[src/rtl/cnn_upsamp_2x_new_pkg.sv]
// Shared definitions for the 2x nearest-neighbour upsampler.
//   state_e        : top-level sequencing states (FILL / REPLAY)
//   UPS_CNT_WIDTH  : default width of the column/row counters
//   addr_width()   : row-buffer address width for a given depth
package cnn_upsamp_2x_new_pkg;

    typedef enum logic {
        ST_FILL   = 1'b0,  // accept a pixel, emit it twice
        ST_REPLAY = 1'b1   // re-emit the stored row for the second output line
    } state_e;

    localparam int UPS_CNT_WIDTH = 4;

    function automatic int addr_width(input int depth);
        return (depth > 1) ? $clog2(depth) : 1;
    endfunction

endpackage

[src/rtl/upsamp_row_buffer_new.sv]
// Single-row pixel store for the 2x upsampler.
//   clk      : clock
//   wr_en    : write wr_data to wr_addr on this edge
//   wr_addr  : write column
//   wr_data  : pixel to store
//   rd_addr  : read column, sampled on the edge
//   rd_data  : registered read data (one-cycle read latency)
module upsamp_row_buffer_new #(
    parameter int DATA_WIDTH = 16,
    parameter int DEPTH      = 8,
    parameter int ADDR_WIDTH = 3
) (
    input  logic                  clk,
    input  logic                  wr_en,
    input  logic [ADDR_WIDTH-1:0] wr_addr,
    input  logic [DATA_WIDTH-1:0] wr_data,
    input  logic [ADDR_WIDTH-1:0] rd_addr,
    output logic [DATA_WIDTH-1:0] rd_data
);

    logic [DATA_WIDTH-1:0] mem_q [DEPTH];
    logic [DATA_WIDTH-1:0] rd_data_q;

    // NOTE: the array and its read register carry no reset; every entry is
    // written before it is read back, so clearing it would only cost logic.
    always_ff @(posedge clk) begin
        if (wr_en) begin
            mem_q[wr_addr] <= wr_data;
        end
        rd_data_q <= mem_q[rd_addr];
    end

    assign rd_data = rd_data_q;

endmodule

[src/rtl/cnn_upsamp_2x_new.sv]
// 2x nearest-neighbour upsampler for raster-order pixel streams.
// Each input row of IMAGE_WIDTH pixels produces two output rows of
// 2*IMAGE_WIDTH pixels: the first while the row is being accepted (each
// pixel twice), the second replayed from the row buffer.
//   clk        : clock, rising edge
//   reset      : asynchronous, active-low
//   valid_in   : pxl_in is valid
//   pxl_in     : input pixel
//   ready_out  : pixel accepted when valid_in && ready_out
//   pxl_out    : upsampled pixel, holds when valid_out=0
//   valid_out  : pxl_out is valid
//   frame_done : pulse with the last output pixel of a frame
module cnn_upsamp_2x_new
    import cnn_upsamp_2x_new_pkg::*;
#(
    parameter int DATA_WIDTH   = 16,
    parameter int IMAGE_WIDTH  = 8,
    parameter int IMAGE_HEIGHT = 8,
    parameter int CNT_WIDTH    = UPS_CNT_WIDTH
) (
    input  logic                  clk,
    input  logic                  reset,
    input  logic                  valid_in,
    input  logic [DATA_WIDTH-1:0] pxl_in,
    output logic                  ready_out,
    output logic [DATA_WIDTH-1:0] pxl_out,
    output logic                  valid_out,
    output logic                  frame_done
);

    localparam int                   AW       = addr_width(IMAGE_WIDTH);
    localparam logic [CNT_WIDTH-1:0] COL_LAST = CNT_WIDTH'(IMAGE_WIDTH - 1);
    localparam logic [CNT_WIDTH-1:0] ROW_LAST = CNT_WIDTH'(IMAGE_HEIGHT - 1);
    localparam logic [CNT_WIDTH-1:0] CNT_ONE  = CNT_WIDTH'(1);

    state_e                state_q, state_d;
    logic                  phase_q, phase_d;
    logic [CNT_WIDTH-1:0]  col_q, col_d;
    logic [CNT_WIDTH-1:0]  row_q, row_d;
    logic [DATA_WIDTH-1:0] pxl_out_q, pxl_out_d;
    logic                  valid_out_q, valid_out_d;
    logic                  frame_done_q, frame_done_d;
    logic                  run_q;

    logic                  accept;
    logic                  wr_en;
    logic [DATA_WIDTH-1:0] rd_data;

    // run_q keeps ready_out low while reset is held and for the release
    // cycle, even though the state already decodes as FILL/P=0.
    assign ready_out = run_q && (state_q == ST_FILL) && !phase_q;
    assign accept    = valid_in && ready_out;

    // NOTE: every signal assigned here gets a default first so that no path
    // leaves it unassigned, which would otherwise infer a latch.
    always_comb begin
        state_d      = state_q;
        phase_d      = phase_q;
        col_d        = col_q;
        row_d        = row_q;
        pxl_out_d    = pxl_out_q;
        valid_out_d  = 1'b0;
        frame_done_d = 1'b0;
        wr_en        = 1'b0;

        case (state_q)
            ST_FILL: begin
                if (!phase_q) begin
                    if (accept) begin
                        wr_en       = 1'b1;
                        pxl_out_d   = pxl_in;
                        valid_out_d = 1'b1;
                        phase_d     = 1'b1;
                    end
                end else begin
                    // pxl_out_q still holds the accepted pixel: emit it again.
                    valid_out_d = 1'b1;
                    phase_d     = 1'b0;
                    if (col_q == COL_LAST) begin
                        col_d   = '0;
                        state_d = ST_REPLAY;
                    end else begin
                        col_d = col_q + CNT_ONE;
                    end
                end
            end

            ST_REPLAY: begin
                // The buffer is read with col_d, so rd_data already holds
                // buffer[col_q] in this cycle; phase selects first/second copy.
                pxl_out_d   = rd_data;
                valid_out_d = 1'b1;
                phase_d     = !phase_q;
                if (phase_q) begin
                    if (col_q == COL_LAST) begin
                        col_d        = '0;
                        state_d      = ST_FILL;
                        frame_done_d = (row_q == ROW_LAST);
                        row_d        = (row_q == ROW_LAST) ? '0 : row_q + CNT_ONE;
                    end else begin
                        col_d = col_q + CNT_ONE;
                    end
                end
            end
        endcase
    end

    // NOTE: state registers use non-blocking assignments so every flop
    // samples values from before the edge, independent of statement order.
    always_ff @(posedge clk or negedge reset) begin
        if (!reset) begin
            state_q      <= ST_FILL;
            phase_q      <= 1'b0;
            col_q        <= '0;
            row_q        <= '0;
            pxl_out_q    <= '0;
            valid_out_q  <= 1'b0;
            frame_done_q <= 1'b0;
            run_q        <= 1'b0;
        end else begin
            state_q      <= state_d;
            phase_q      <= phase_d;
            col_q        <= col_d;
            row_q        <= row_d;
            pxl_out_q    <= pxl_out_d;
            valid_out_q  <= valid_out_d;
            frame_done_q <= frame_done_d;
            run_q        <= 1'b1;
        end
    end

    upsamp_row_buffer_new #(
        .DATA_WIDTH (DATA_WIDTH),
        .DEPTH      (IMAGE_WIDTH),
        .ADDR_WIDTH (AW)
    ) u_row_buffer (
        .clk     (clk),
        .wr_en   (wr_en),
        .wr_addr (col_q[AW-1:0]),
        .wr_data (pxl_in),
        .rd_addr (col_d[AW-1:0]),
        .rd_data (rd_data)
    );

    assign pxl_out    = pxl_out_q;
    assign valid_out  = valid_out_q;
    assign frame_done = frame_done_q;

endmodule
[config.mk]
export PLATFORM = sky130hd
export DESIGN_NAME = cnn_upsamp_2x_new
export DESIGN_NICKNAME = d
export VERILOG_FILES = /design/src/rtl/cnn_upsamp_2x_new_pkg.sv /design/src/rtl/upsamp_row_buffer_new.sv /design/src/rtl/cnn_upsamp_2x_new.sv
export SDC_FILE = /design/constraint.sdc
export NUM_CORES = 1
export LEC_CHECK = 0
export CAP_MARGIN = 20
export CORE_MARGIN = 2
export CORE_UTILIZATION = 55
export DETAILED_ROUTE_END_ITERATION = 10
export GPL_ROUTABILITY_DRIVEN = 0
export PLACE_DENSITY = 0.77
export SLEW_MARGIN = 5
export SYNTH_ARGS = -nofsm -noshare
export SYNTH_HDL_FRONTEND = slang
export SYNTH_SLANG_ARGS = --single-unit
[constraint.sdc]
create_clock -name clk -period 8.5 [get_ports clk]
set_input_delay 1.275 -clock clk [delete_from_list [all_inputs] [get_ports clk]]
set_output_delay 1.275 -clock clk [all_outputs]
set_load 0.03 [all_outputs]
==> metrics.yaml, run 1 <==
status: "finished, final reports clean"
synthXorXnorAreaFrac: 0.00472
final_nets: 612
antenna_found_initial: 0
grtUsageTotal: 0.261
crit_fanout: 47
grt_setup_unrepaired: "no"
setup_violations: 0
io_buffers: 37
grt_pass1_wl_um: 27700
clockPowerShare: 0.279
synth_area_leaders: "edfxtp_1 52%, dfrtp_1 9.8%, a211oi_1 6.5%"
hold_start: "u_row_buffer.rd_data[15]"
ctsResizeCount: 0
worst-r2r-setup-slack_ns: 5.01
drc: 0
synthToLayoutAreaGrowth_pct: 15.8
place_hpwl_um: 10700
grt_overflow: 0
synth-seq-cells: 173
dr_total_vias: 5044
fmax_mhz: 287
fin_area_um2: 8590
synth_edf_count: 128
synth_top_flop_cell: "edfxtp_1"
pwr-share-comb: 0.351
crit_required_ns: 7.22
p_int_mw: 1.96
synth_seq_area_share: 0.659
synth_nets: 587
ant_nets: 0
place_ws_ns: 5.03
io_pins: 38
post_drt_wl_per_cell_um: 22.9
rows: 42
async_flop_share: 0.168
die-area_um2: 14400
n_antenna_cell: 0
drive_above_1_share: 0.103
vias_per_cell: 6.47
clkSinkCount: 173
synthesis.area_um2: 7420
cts-hold-fix-buffers: 0
drv_cap: 0
fin_hold_ws_ns: 0.451
whs_endpoint: "pxl_out[15]"
core-area_um2: 13200
drtIter0Drc: 792
insertion_delay_ns: 0.43
slew_headroom: 0.411
synth-compound-area-share: 0.163
drv_slew: 0
critPathLaunchType: "flop"
numCtsBuffers: 17
end_kind: "output pin"
routed_wl_um: 17800
fin_tns_setup_ns: 0
synthAdderAreaFrac: 0.00337
finClkSkew_ns: 0.00747
place_area_um2: 7940
ys_warn_count: 0
synth.mux.area_fraction: 0.0231
htree_levels: 4
ir_drop_mv: 0.189
p_per_area_nw_per_um2: 351
hold_path_class: "flop to flop"
firstDrtPassIters: 6
rr_worst_depth: 7
path_class: "flop to output pin"
switching_share: 0.350
clock_path_buffers: 2
dieWidth_um: 120
avgSynthCellArea_um2: 13.1
setup_ws_ns: 5.01
post_cts_buffers: 0
leakage_nw: 3.09
final_util: 0.651
die_y_um: 120
cts_tree: "built"
synth_top_family_by_area: "compound AO/OA/AOI/OAI gates"
synth_cells: 566
min_path_cells: 2
synth_cell_types: 46
yosysTopAreaCellShare: 0.518
switchingPower_mw: 1.06
start_util: 0.563
yosys.area.top_type: "edfxtp_1"
synth_simple_gate_area_share: 0.0970
worst_r2r_endpoint: "u_row_buffer.rd_data[9]"
finalCriticalPeriod_ns: 3.49
clock-root-buffer: "clkbuf_16"
grt_pass1_vias: 4959
worst_pin_slew_ns: 0.879
r2r-start: "col_q[0]"
finalHoldViolCount: 0
finalCritPeriodShare: 0.410
cp.arrival_ns: 2.21
power_frac_seq: 0.370
clk_pin_slew_worst_paths_ns: 0.07
grt_max_degree: 66
==> power by group through the flow <==
stage / logic [mW] / clock network [mW] / registers [mW]
finish: 1.06 / 0.842 / 1.11
global route: 1.13 / 0.878 / 1.13
CTS: 1.05 / 0.841 / 1.11
detailed placement: 1.03 / 0 / 1.13
global placement: 0.991 / 0 / 1.13
floorplan: 0.652 / 0 / 1.19
==> area by class of cell <==
class / instances / area [um^2]
clock inverter: 11 / 191
multi-input combinational: 310 / 2200
timing repair buffer: 55 / 513
tap: 176 / 220
clock buffer: 21 / 450
fill: 916 / 4600
sequential: 173 / 4890
inverter: 34 / 128
==> routing by layer <==
layer / routed length [um] / GRT usage / vias up
met4: 401 / 0.110 / 0
li1: - / - / 2228
met3: 1820 / 0.0675 / 39
met2: 8310 / 0.387 / 293
met5: 0 / 0 / -
met1: 7300 / 0.369 / 2484
==> worst max-delay path by stage <==
stage              from                        end  cells after the start  slack, ns
2_1_floorplan   phase_q   u_row_buffer.mem_q[0][0]                      5       4.76
3_3_place_gp   valid_in   u_row_buffer.mem_q[4][7]                      4       5.05
3_5_place_dp   valid_in  u_row_buffer.mem_q[1][11]                      4       5.03
4_1_cts         phase_q                  ready_out                      3       5.00
5_1_grt        col_q[0]    u_row_buffer.rd_data[9]                      7       4.87
6_report        phase_q                  ready_out                      3       5.01
==> state kept, by name, indices dropped and copies added (netlist names) <==
signal,count
u_row_buffer.rd_data,16
pxl_out,16
u_row_buffer.mem_q,128
valid_out,1
row_q,4
phase_q,1
frame_done,1
run_q,1
col_q,4
state_q,1
==> synth_stat cells (all sizes together) (3+ instances only) <==
master   number
a211oi       64
nor3          6
nand3b       34
edfxtp      128
inv          34
clkbuf       23
dfxtp        16
and3         32
xnor2         3
nor2          6
mux2i        16
nand2        27
o311ai       16
o21ai        51
buf          26
dfrtp        29
o2bb2ai      32
==> worst max-delay path: stages (launching register included) <==
cell and delay (ns):
dfrtp_1 0.36, buf_4 0.30, nor3b_1 0.38, clkdlybuf4s50_1 0.73
==> cells in the final DEF, fill, tap and decap left out, types with 3 or more instances in the layout <==
cell	count
dfrtp_1	29
clkbuf_16	17
nor3_2	4
o21ai_0	50
a211oi_1	64
clkdlybuf4s50_1	37
and3_1	32
buf_4	16
bufinv_16	5
edfxtp_1	128
nor2_1	6
o2bb2ai_1	32
clkbuf_1	3
mux2i_1	16
nand3b_1	32
inv_1	33
nand2_1	26
dfxtp_1	16
o311ai_1	16
xnor2_1	3
==> through the flow <==
step	instances	power [mW]
floorplan	566	1.84
global placement	746	2.12
detailed placement	747	2.16
CTS	779	3.00
global route	780	3.14
finish	780	3.02
==> cell families after synthesis <==
| kind of cell | count (synthesis) |
|---|---|
| other cells | 1 |
| flops | 173 |
| simple gates | 118 |
| buf+inv | 83 |
| mux | 17 |
| fa+ha+maj | 2 |
| compound gates | 168 |
| xor+xnor | 4 |
No activity file was read; power rests on OpenSTA's default activity.
==> run 2: changes to the inputs <==
==> constraint.sdc (replaced) <==
create_clock -name clk -period 3.3 [get_ports clk]
set_input_delay 0.495 -clock clk [delete_from_list [all_inputs] [get_ports clk]]
set_output_delay 0.495 -clock clk [all_outputs]
set_load 0.03 [all_outputs]
==> metrics.yaml, run 2 (synthesized netlist as in run 1, its figures left out) <==
cts_tree: "built"
ant_nets: 0
routed_wl_um: 17300
dr_total_vias: 4947
final_common_cell: "edfxtp_1"
final_nets: 622
p_per_area_nw_per_um2: 883
clk_pin_slew_worst_paths_ns: 0.06
ctsResizeCount: 0
leakage_nw: 3.13
finalCritPeriodShare: 0.783
drtIter0Drc: 590
crit_required_ns: 3.60
io_buffers: 37
rows: 42
ir_drop_mv: 0.607
nFillCells: 939
place_area_um2: 8040
post_cts_buffers: 0
io_pins: 38
drv_cap: 0
grt_pass1_vias: 5035
critPathLaunchType: "flop"
clkSinkCount: 173
drive_above_1_share: 0.119
hold_path_class: "flop to flop"
vias_per_cell: 6.26
dieWidth_um: 120
clock_path_buffers: 2
status: "finished, final reports clean"
insertion_delay_ns: 0.43
end_kind: "flop"
path_class: "flop to flop"
grt_setup_unrepaired: "no"
finalCriticalPeriod_ns: 2.58
core-area_um2: 13200
clock-root-buffer: "clkbuf_16"
numCtsBuffers: 17
grt_pass1_wl_um: 27000
post_drt_wl_per_cell_um: 21.9
finalHoldViolCount: 0
setup_violations: 0
drv_slew: 0
fmax_mhz: 387
die-area_um2: 14400
drc: 0
synthToLayoutAreaGrowth_pct: 16.5
start_util: 0.563
grtUsageTotal: 0.252
rr_worst_depth: 6
largest-register: "u_row_buffer.mem_q"
crit_fanout: 17
cts-hold-fix-buffers: 0
n_antenna_cell: 0
slew_headroom: 0.435
largest_reg_flops: 128
finClkSkew_ns: 0.00520
worst_pin_slew_ns: 0.847
grt_overflow: 0
firstDrtPassIters: 7
grt_max_degree: 65
cp.arrival_ns: 2.88
fin_tns_setup_ns: 0
min_path_cells: 2
antenna_found_initial: 0
place_hpwl_um: 10200
htree_levels: 4
final_cell_mix: "128 x edfxtp_1, 64 x a211oi_1, 50 x o21ai_0"
fin_area_um2: 8650
die_y_um: 120
-- run 2: changes by cell type in the layout (fill, tap and decap cells not counted), moves of 2 or more --
cell | previous run | this run
bufinv_16 | 5 | 3
buf_4 | 16 | 27
clkbuf_8 | 1 | 3
clkbuf_1 | 3 | 1
buf_6 | 2 | 0
-- run 2: where the power goes --
part / internal, mW / switching, mW / total [mW] / leakage (nW)
logic: 1.02 / 1.71 / 2.72 / 1.19
clock network: 1.25 / 0.788 / 2.03 / 0.295
registers: 2.71 / 0.174 / 2.88 / 1.65
total: 4.97 / 2.67 / 7.64 / 3.13
-- run 2: worst max-delay path, stage by stage, from the launching register on --
cell	delay, ns
dfrtp_1	0.49
ha_1	0.39
nand3b_2	0.15
a21oi_4	0.60
inv_2	0.37
a211oi_1	0.31
o311ai_1	0.14
-- run 2: layout make-up --
type	count	area, um^2	area share
Clock buffer	21	470	0.0544
Tap cell	176	220	0.0255
Sequential cell	173	4890	0.565
Multi-Input combinational cell	310	2210	0.255
Clock inverter	11	140	0.0162
Timing Repair Buffer	65	593	0.0686
Inverter	34	128	0.0148
-- run 2: final timing paths --
| check | startpoint | to | slack [ns] |
|---|---|---|---|
| min in group asynchronous | reset | pxl_out[0] | 0.48 |
| min reg2reg | u_row_buffer.rd_data[14] | pxl_out[14] | 0.43 |
| min | u_row_buffer.rd_data[14] | pxl_out[14] | 0.43 |
| max reg2reg | col_q[1] | u_row_buffer.rd_data[3] | 0.72 |
| max | col_q[1] | u_row_buffer.rd_data[3] | 0.72 |
| max in group asynchronous | reset | pxl_out[13] | 2.51 |
-- run 2: per-layer routing --
layer | wire length [um] | GRT usage | share of wire | vias to the layer above
li1 | - | - | - | 2251
met4 | 441 | 0.109 | 0.026 | 0
met5 | 0 | 0 | 0 | -
met2 | 8520 | 0.424 | 0.49 | 197
met3 | 1050 | 0.0433 | 0.061 | 37
met1 | 7250 | 0.324 | 0.42 | 2462
-- run 2: per-stage QoR --
step / worst slack [ns] / util / total power, mW / instances / hold slack (ns)
final: 0.716 / 0.656 / 7.64 / 790 / 0.433
after global routing: 0.508 / 0.656 / 7.98 / 790 / 0.457
after CTS: 0.720 / 0.656 / 7.62 / 790 / 0.433
after detailed placement: 0.783 / 0.609 / 5.60 / 758 / 0.420
after global placement: 0.891 / 0.609 / 5.49 / 758 / 0.418
after floorplan: 0.00433 / - / 4.76 / 566 / 0.199
==> RTL change 1: new RTL, config.mk and constraints of run 2 <==
Set the parameter `IMAGE_WIDTH` to 16 (it was 8).
--- a/src/rtl/cnn_upsamp_2x_new.sv
+++ b/src/rtl/cnn_upsamp_2x_new.sv
@@ -14,7 +14,7 @@
     import cnn_upsamp_2x_new_pkg::*;
 #(
     parameter int DATA_WIDTH   = 16,
-    parameter int IMAGE_WIDTH  = 8,
+    parameter int IMAGE_WIDTH  = 16,
     parameter int IMAGE_HEIGHT = 8,
     parameter int CNT_WIDTH    = UPS_CNT_WIDTH
 ) (
Check against the original RTL: same outputs for any inputs over 4 cycles, from zero or initial values and one cycle with reset low; that may be too few to reach the edited logic, so the function may still have changed.
==> RTL change 1 against run 2 <==
Clock power grew 79%. First-iteration DRC count grew 64%. Sequential cell count grew 128. Routed wire length up 70%. Global-route usage shrank 0.25 points. Final area increased by 68%. Critical endpoint is now u_row_buffer.rd_data[9]. Sequential share of layout area rose by 3.7 points. Worst setup slack worse by 0.29 ns. Area after synthesis grew 69%. Total power up 65%.
==> RTL change 1: results (changes against run 2) <==
stage,metric,value,unit,change
synthesis,synth_cell_type_count,50,,+8.7%
power,ir_worst_vdd,0.647,mV,+6.6%
route,firstDrtPassIters,5,,-2
final_layout,drive_above_1_share,17.5,%,+5.7 points
route,wl_met2,14.2,mm,+67%
clock_tree,cts_buffer_depth,3,,+1
clock_tree,cts_resized,0,,unchanged
route,routed_wl,29.4,mm,+70%
timing,relSlewSlack,23.3,%,-20 points
grt,grt_usage,25.0,%,-0.25 points
placed_design,post-dp-hpwl,17.5,mm,+72%
synthesis,syn-num-nets,794,,+35%
clock_tree,clock_latency,0.55,ns,+0.12 ns
synthesis,synthArstFlopShare,9.63,%,-7.1 points
synthesis,synth_area_leaders,"edfxtp_1 61%, mux2i_1 6.1%, dfrtp_1 5.8%",,
clock_tree,cts-root-buf,clkbuf_16,,
worst_hold_path,hp-class,input pin to asynchronous set/reset pin,,
power,power_leakage,4.98,nW,+59%
final_layout,n_fill_cell,1481,,+58%
route,highest_layer,met4,,
synthesis,synth.most_common_cell,edfxtp_1,,
power,cell_internal_pwr,8.56,mW,+72%
clock_tree,cts_setup_buffers,0,,unchanged
grt,grt_max_degree,58,,-11%
route,drt-vias-per-instance,6.61,,+5.6%
synthesis,ys_seq_area_share,69.7,%,+3.8 points
clock_tree,path_clk_slew,0.07,ns,
timing,clock-skew-final,0.0128,ns,+0.00759 ns
synthesis,netlist_top_cells_count,"256 x edfxtp_1, 83 x nor2_1, 76 x mux2i_1",,
timing,hold_viol,0,,unchanged
critical_path,crit_family,simple AND/OR/NAND/NOR gates,,
critical_path,critical_path.max_stage_delay,0.93,ns,+0.33 ns
final_layout,largest-register,u_row_buffer.mem_q,,
final_layout,largest_register_ffs,256,,+100%
outcome,status,"finished, final reports clean",,
synthesis,synth-edff-count,256,,+100%
route,drt-met1-wl,11.5,mm,+59%
critical_path,crit_fanout,41,,+24
critical_path,arrival,3.35,ns,+0.47 ns
critical_path,startpoint,col_q[0],,
final_layout,finalNetCount,855,,+37%
placed_design,portBuffers,37,,unchanged
grt,grt_pass1_wl,45.1,mm,+67%
route,drt_iter0_markers,970,,+64%
placed_design,place_area,0.0134,sq mm,+67%
route,wl_met3,2.61,mm,+150%
synthesis,ys_warn_count,0,,unchanged
clock_tree,h-tree-depth,1,,-3
clock_tree,cts_inserted_buffers,30,,+13
grt,antenna_found_initial,0,,unchanged
grt,grt_pass1_vias,7679,,+53%
critical_path,slowest_stage,nor2b_4,,
final_layout,n_antenna_cell,0,,unchanged
==> RTL change 1: final timing paths <==
check,endpoint,slack (ns),depth (start not counted)
hold / removal,valid_out,0.37,2
setup / recovery,u_row_buffer.rd_data[9],0.43,7
min in group clk,pxl_out[2],0.44,2
setup reg to reg,u_row_buffer.rd_data[9],0.43,7
hold reg to reg,pxl_out[2],0.44,2
max in group asynchronous,col_q[0],2.58,2
==> RTL change 1: worst reg2reg max path, delay by kind of cell (launching register included) <==
family                   cells  cell delay, ns
AND/OR/NAND/NOR              2            1.06
adder cells (fa/ha/maj)      1            0.22
AO/OA/AOI/OAI                3            0.59
buffers and inverters        1            0.41
flip-flops                   1            0.52
==> RTL change 1: power groups by stage <==
stage	Sequential, mW	Combinational, mW	Clock [mW]
detailed placement	4.83	4.14	0
global placement	4.82	4.02	0
CTS	4.76	4.19	3.68
finish	4.77	4.19	3.64
floorplan	4.94	2.86	0
global route	4.81	4.47	3.82
==> RTL change 1: stage by stage <==
step           util, %  setup WS, ns  cells  hold slack [ns]  power (mW)
2_1_floorplan        -         0.288    770            0.199        7.79
3_3_place_gp      59.7         0.586   1084            0.417        8.83
3_5_place_dp      59.7         0.474   1084            0.427        8.98
4_1_cts           64.5         0.467   1140            0.359        12.6
5_1_grt           64.5         0.275   1140            0.391        13.1
6_report          64.5         0.426   1140            0.368        12.6
==> RTL change 1: final cells by class <==
type	instances	area [sq um]	share of cell area (%)
Clock buffer	31	776	5.35
Clock inverter	25	300	2.07
Multi-Input combinational cell	414	3520	24.3
Timing Repair Buffer	78	791	5.45
Sequential cell	301	8740	60.2
Inverter	6	22.5	0.155
Tap cell	285	357	2.46
==> RTL change 1: logic make-up (layout without fill, tap and decap cells) <==
logic type      Yosys count  count (layout)  share of synthesized area, %
buf+inv                  55             140                          2.29
mux                     111             111                          12.5
fa+ha+maj                 5               5                         0.499
flops                   301             301                          69.7
simple gates            159             159                          6.19
other cells               1               1                        0.0299
xor+xnor                  3               3                         0.210
compound gates          135             135                          8.62
==> RTL change 1: metal layers <==
metal  vias up  global-route usage, %
met2       434                   40.4
met1      3802                   34.1
met4         0                   9.44
met5         -                      0
met3        95                   5.01
li1       3208                      -
==> RTL change 2: new RTL, flow settings as in run 2 <==
Without the edit above. Reset style: synchronous (`reset`), changed in one clocked block. Comments in the files are not updated.
--- a/src/rtl/cnn_upsamp_2x_new.sv
+++ b/src/rtl/cnn_upsamp_2x_new.sv
@@ -107,7 +107,7 @@
 
     // NOTE: state registers use non-blocking assignments so every flop
     // samples values from before the edge, independent of statement order.
-    always_ff @(posedge clk or negedge reset) begin
+    always_ff @(posedge clk) begin
         if (!reset) begin
             state_q      <= ST_FILL;
             phase_q      <= 1'b0;
Function: differs if reset is asserted again (counterexample within 4 cycles, from zero or initial values and one cycle with reset low); with reset held inactive, the same outputs for 10 cycles.
==> RTL change 2 against run 2 <==
Worst setup slack improved by 0.066 ns. Critical path depth rose by 1. Clock skew rose by 0.0049 ns. Sequential cell count did not move. Final area fell by 2.5%. Area after synthesis fell by 2.6%. Synthesized cell count fell by 6.4%. Routed wire length fell by 12%. Global-route usage fell by 2.5 points. Highest routed layer unchanged.
Power is not compared: it rests on default switching activity, and its combinational part moved more than twofold at a synthesized area within 25%.
==> RTL change 2: results (changes against run 2) <==
stage,metric,value,unit,change
outcome,status,"finished, final reports clean",,
synthesis,synth_fa_ha_area_share,0.346,%,+0.0089 points
final_layout,clkCellAreaFrac,7.19,%,+0.12 points
grt,grt_pass1_vias,4422,,-12%
final_layout,non_clock_inverter_count,2,,-94%
route,drt_iter0_markers,553,,-6.3%
synthesis,synth_area_leaders,"edfxtp_1 53%, dfxtp_1 12%, mux2i_1 9.1%",,
synthesis,syn-num-nets,551,,-6.1%
critical_path,slowest_stage,dfxtp_2,,
critical_path,crit_fanout,13,,-4
final_layout,finalNetCount,594,,-4.5%
grt,globalRouteMet2Util,35.9,%,-6.5 points
grt,gr-usage-met3,5.74,%,+1.4 points
grt,grt_usage,22.7,%,-2.5 points
critical_path,reg2reg_to,u_row_buffer.rd_data[10],,
timing,clock-skew-final,0.0101,ns,+0.00492 ns
final_layout,n_fill_cell,916,,-2.4%
timing,relSlewSlack,31.4,%,-12 points
route,firstDrtPassIters,5,,-2
final_layout,multi_input_gates,319,,+2.9%
route,wl_met2,7.30,mm,-14%
placed_design,post-dp-hpwl,9.42,mm,-7.8%
synthesis,synth_cell_type_count,41,,-11%
route,wl_met3,1.07,mm,+1.2%
critical_path,arrival,2.82,ns,-0.06 ns
route,drt-met1-wl,6.49,mm,-10%
critical_path,critical_path.max_stage_delay,0.54,ns,-0.06 ns
final_layout,multi_input_area_share,27.3,%,+1.8 points
grt,grt_util_met1,30.7,%,-1.8 points
route,dr_total_vias,4511,,-8.8%
synthesis,synth_xor_area_share,0.485,%,+0.013 points
final_layout,post-route-util,66.2,%,+0.69 points
placed_design,placed_cells,726,,-4.2%
synthesis,synthCells,530,,-6.4%
power,p_total,4.76,mW,
final_layout,fin_area,0.00843,sq mm,-2.5%
timing,worst_slack,0.782,ns,+0.0664 ns
synthesis,muxShareOfSynthArea,9.14,%,+6.8 points
RTL change 2: changes by cell type in the layout (fill, tap and decap cells not counted), sizes merged, moves of 29 or more:
| cell | change |
|---|---|
| dfrtp | -29 |
| dfxtp | +29 |
| mux2i | +50 |
| inv | -33 |
| a211oi | -32 |
| and3 | -30 |
| a21oi | +29 |
| o21ai | -33 |
| nand2 | +31 |
| nand3b | -34 |
RTL change 2: worst min path at each step:
| stage | slack, ns | depth (start not counted) | endpoint | start |
|---|---|---|---|---|
| after detailed placement | 0.48 | 2 | row_q[3] | row_q[3] |
| after global routing | 0.51 | 2 | row_q[3] | row_q[3] |
| final | 0.48 | 2 | row_q[3] | row_q[3] |
| after floorplan | 0.44 | 2 | row_q[3] | row_q[3] |
| after CTS | 0.48 | 2 | row_q[3] | row_q[3] |
| after global placement | 0.44 | 2 | row_q[3] | row_q[3] |
